`config.mk`:
```
export PLATFORM = sky130hd
export DESIGN_NAME = mul_hilo_ctrl
export DESIGN_NICKNAME = d
export VERILOG_FILES = /design/src/rtl/mul_hilo_ctrl.sv
export SDC_FILE = /design/constraint.sdc
export NUM_CORES = 1
export LEC_CHECK = 0
export CAP_MARGIN = 20
export CORE_ASPECT_RATIO = 0.75
export CORE_MARGIN = 3
export CORE_UTILIZATION = 38
export DETAILED_ROUTE_END_ITERATION = 8
export MAX_ROUTING_LAYER = met4
export PLACE_DENSITY = 0.86
export SETUP_SLACK_MARGIN = 0.4
export SLEW_MARGIN = 0
export SYNTH_ARGS = -nofsm -noshare
export SYNTH_HDL_FRONTEND = slang
export SYNTH_SLANG_ARGS = --single-unit
export TNS_END_PERCENT = 20
```
`constraint.sdc`:
```
create_clock -name clk -period 1.7 [get_ports clk]
set_input_delay 0.425 -clock clk [delete_from_list [all_inputs] [get_ports clk]]
set_output_delay 0.425 -clock clk [all_outputs]
set_load 0.01 [all_outputs]
```
`src/rtl/mul_hilo_ctrl.sv`:
```
// rtl/mul_hilo_ctrl.sv - sequencer and HI/LO holding stage for the shift-add multiplier
// Optional MTHI/MTLO register writes are enabled by defining MUL_HILO_MTHILO_EN.
module mul_hilo_ctrl #(
  parameter int WIDTH  = 32,
  parameter int CYCLES = 32,
  parameter int CNT_W  = 6
) (
  input  logic               clk,
  input  logic               reset,
  input  logic               start,
  input  logic [5:0]         funct,
  input  logic [WIDTH-1:0]   wdata,
  input  logic [2*WIDTH-1:0] product,
  output logic [5:0]         mul_signal,
  output logic               busy,
  output logic               done,
  output logic [WIDTH-1:0]   hi,
  output logic [WIDTH-1:0]   lo,
  output logic [WIDTH-1:0]   dataOut
);

  localparam logic [5:0] F_MULTU = 6'b011001;
  localparam logic [5:0] F_MFHI  = 6'b010000;
  localparam logic [5:0] F_MFLO  = 6'b010010;
  localparam logic [5:0] F_MTHI  = 6'b010001;
  localparam logic [5:0] F_MTLO  = 6'b010011;
  localparam logic [5:0] SIG_MUL = 6'b011001;
  localparam logic [5:0] SIG_OUT = 6'b111111;
  localparam logic [CNT_W-1:0] LAST = CNT_W'(CYCLES - 1);

  typedef enum logic [1:0] {IDLE, RUN, CAPTURE} state_t;

  state_t            state, state_nxt;
  logic [CNT_W-1:0]  counter;
  logic              accept, do_mult, wr_hi, wr_lo;

  // Requests only count in IDLE; anything arriving while busy is dropped.
  assign accept  = start && (state == IDLE);
  assign do_mult = accept && (funct == F_MULTU);

`ifdef MUL_HILO_MTHILO_EN
  assign wr_hi = accept && (funct == F_MTHI);
  assign wr_lo = accept && (funct == F_MTLO);
`else
  logic unused_wdata;
  assign unused_wdata = ^{wdata, F_MTHI, F_MTLO};
  assign wr_hi = 1'b0;
  assign wr_lo = 1'b0;
`endif

  always_comb begin
    state_nxt  = state;
    mul_signal = SIG_OUT;
    busy       = (state != IDLE);
    case (state)
      IDLE:    if (do_mult) state_nxt = RUN;
      RUN: begin
        mul_signal = SIG_MUL;
        if (counter == LAST) state_nxt = CAPTURE;
      end
      CAPTURE: state_nxt = IDLE;
      default: state_nxt = IDLE;
    endcase
  end

  always_ff @(posedge clk or negedge reset) begin
    if (!reset) begin
      state   <= IDLE;
      counter <= '0;
    end else begin
      state <= state_nxt;
      if (do_mult)
        counter <= '0;
      else if (state == RUN)
        counter <= counter + 1'b1;
    end
  end

  always_ff @(posedge clk or negedge reset) begin
    if (!reset) begin
      hi      <= '0;
      lo      <= '0;
      done    <= 1'b0;
      dataOut <= '0;
    end else begin
      done <= (state == CAPTURE);
      if (state == CAPTURE) begin
        hi <= product[2*WIDTH-1:WIDTH];
        lo <= product[WIDTH-1:0];
      end else begin
        if (wr_hi) hi <= wdata;
        if (wr_lo) lo <= wdata;
      end
      if (accept && (funct == F_MFHI)) dataOut <= hi;
      if (accept && (funct == F_MFLO)) dataOut <= lo;
    end
  end

endmodule

```
==> results.md <==
* # IOs at about 210
* Crit end category: register
* Synth area leaders: dfrtp_1, mux2_2, mux2_4, buf_12, buf_4
* CP startpoint: state[1]
* Placed cells at approximately 600
* Initial antenna violation count at 0
* # port buffers at about 170
* Wire per inst at 19.5 um
* Layout cells sized above 1 at 57.6%
* Final setup fails at 36
* VDD IR max at 0.000773 V
* Total wire length at approximately 12 mm
* Antenna Cells at 0
* Asr flop ratio synth at 100%
* EDFF count, synth at 0
* TritonCTS clock tree: built
* GP Congestion at roughly 0.75
* Area growth, synth to finish at 54.3%
* Cell Area, Synth at around 4600 um^2
* Worst Path Class, Setup: reg -> reg
* Final ANT Viol Nets at 0
* Worst r2r src: state[1]
* Fill count at ~870
* Synth warn at 0
* Final worst slack at -0.206 ns
* Buffer levels on the longest clock path at 2
* Post-layout util at between 60% and 70%
* CTS root buffer: clkbuf_16
* Starting DRC count in detailed routing at ~120
* Path type of the worst min-delay path: in -> async
* H-Tree Depth at 3
* Post-DP HPWL at roughly 7.8 mm
* Top-area cell type share of the netlist area at slightly below 60%
* Count of final hold-check violations at 0
* Max Cap Viol at 0
* Worst Path Arrival at roughly 2.1 ns
* Cts bufs inserted at 9
* #FFs+latches synth at ~110
* Switch Pwr at 2830 uW
* DR vias/cell at around 4.9
* Clock power share at 20.8%
* Drt pass-1 iters at 4
* CTS Sinks at 105
* Final nets at 585
* Power density cells at ~1300 nW/um^2
* Core Area at 11,300 um^2
* Final Critical Period at around 1.9 ns
* RSZ-0062 raised after global routing: yes
* Violated checks: negative setup slack
* Fmax at approximately 0.52 GHz
* GRT Util Overall at around a fifth
* Area of the multi-input gates at 2040 um^2
* Layout Skew at 0.00515 ns
* CP peak stage delay at between 0.5 and 0.6 ns
* Syn Inst Count at 287
* Final Non-Filler Cells at ~640
* Die X at between 100 and 150 um
* Area leader, netlist: dfrtp_1
* P_leak at about 0.0036 uW
* Top cells by count, synth: dfrtp_1, mux2_2, mux2_4
* Worst path most repeated cell: buf_12
* CP max FO at 8
* Num rows at 33
* CTS clk-pin slew, worst paths at around 0.070 ns
* Int Pwr at ~6500 uW
* Grt ovf at 0
* Max-slew violations at 0
* Yosys cell types at 31
* Crit-path cells: or2_4 -> or4b_4 -> buf_12 -> buf_12 -> mux2_4
* DP Worst Slack at -0.882 ns
* Final Cycle Share at 112%
* Status: finished, violations left
* Seq/Total Area, Yosys at 57.7%
* Top FF cell, synth: dfrtp_1
* Most common cell in the synthesized netlist: dfrtp_1
* Final instance area at around 7000 um^2
* # DRC at 0
* Seq pwr share at 41.6%
* Die H at 101 um
* Storage cell area at between 2000 and 3000 um^2
* First-pass GRT wire length at about 19 mm
* Slowest CP cell: or4b_4
* Initial Utilization at ~40%
* Switching power share of the total at 30.4%
* Syn avg cell area at 15.9 um^2
* Comb power frac at ~38%
* Number of global-route vias before repair at approximately 3,400
* Critical Path Start Type: register
* Worst skew pair latency at 0.34 ns
* Cell Area, Placed at ~6500 um^2
* Largest net degree at the start of global routing at between 50 and 60
* Req. time, crit path at between 1.5 and 2 ns
* Die ar. at ~13,000 um^2
* Via count at around 3,200
[layer usage]
layer	wire, um	part of all wire, %	up-vias	track usage, %
met5	0	0	-	-
met1	5460	44	1614	23.6
met4	168	1.3	0	5.35
met3	864	6.9	15	5.44
met2	5990	48	125	30.3
li1	-	-	1396	-
[layout make-up]
cell class              instances  share of cell area (%)
flip-flops and latches        105                    37.4
multi-input cells             161                    29.1
repair buffers                201                    26.8
clock buffers                  12                    3.51
well taps                     157                    2.79
clock inverters                 4                   0.409
inverters                       1                  0.0534
[layout by cell type, fill, tap and decap left out, types with 2 or more instances in the layout]
master and count:
a21oi_1 2, buf_12 7, buf_16 3, buf_2 69, buf_4 8, buf_6 40
clkbuf_1 2, clkbuf_16 12, clkdlybuf4s50_1 66, clkinvlp_4 2, conb_1 3, dfrtp_1 105
dlygate4sd2_1 3, mux2_2 34, mux2_4 94, nand3_1 2, nor2_1 3, o21ai_0 3
or3_1 3
[stage by stage]
stage          TNS [ns]  power (uW)  hold WS, ns
3_3_place_gp     -25.21        7200        0.430
3_5_place_dp     -28.80        7320        0.438
2_1_floorplan     -4.75        5280        0.129
4_1_cts           -6.03        9180       0.0702
6_report          -6.64        9300       0.0663
5_1_grt           -8.19        9790       0.0814
[worst max-delay path, delay by kind of cell (launching register included)]
kind / cells / cell delay, ns
DFF: 1 / 0.38
and+or+nand+nor: 2 / 0.79
muxes: 1 / 0.30
buffers and inverters: 2 / 0.30
[sequential cells by signal, indices dropped and copies added, names as in the netlist]
signal and count:
hi 32, done 1, counter 6, lo 32
state 2, dataOut 32
[worst paths after layout]
| path | end | slack (ns) | cells past startpoint |
|---|---|---|---|
| max in group asynchronous | lo[11] | 1.34 | 2 |
| worst min register to register | dataOut[6] | 0.52 | 1 |
| min in group clk | dataOut[6] | 0.52 | 1 |
| worst min-delay path | lo[30] | 0.07 | 2 |
| worst max-delay path | dataOut[10] | -0.21 | 5 |
| worst max register to register | dataOut[10] | -0.21 | 5 |
[power groups by stage]
stage          combinational, uW  sequential [uW]  clock, uW
6_report                    3500             3860       1930
5_1_grt                     3730             3980       2070
4_1_cts                     3360             3830       1990
3_5_place_dp                3450             3870          0
3_3_place_gp                3370             3830          0
2_1_floorplan               1230             4050          0
[kinds of logic (layout without fill, tap and decap cells)]
logic type / after synthesis / after routing / share of synthesized area (%)
adders and majority gates: 1 / 1 / 0.275
buffers and inverters: 23 / 218 / 3.68
DFF: 105 / 105 / 57.7
xor gates and xnor gates: 2 / 2 / 0.385
and+or+nand+nor: 19 / 19 / 2.75
AOI/OAI and AO/OA: 7 / 7 / 0.824
other: 1 / 3 / 0.0823
muxes: 129 / 129 / 34.3
[timing repair]
action                     in CTS  in global routing
setup endpoints to repair     204                204
buffers inserted                8                  3
gates cloned                    3                  3
hold buffers                    0                  0
hold endpoints to repair        0                  0
resized for setup             504                 20
pin swaps                       3                  0
Power figures use the tool's default switching activity.
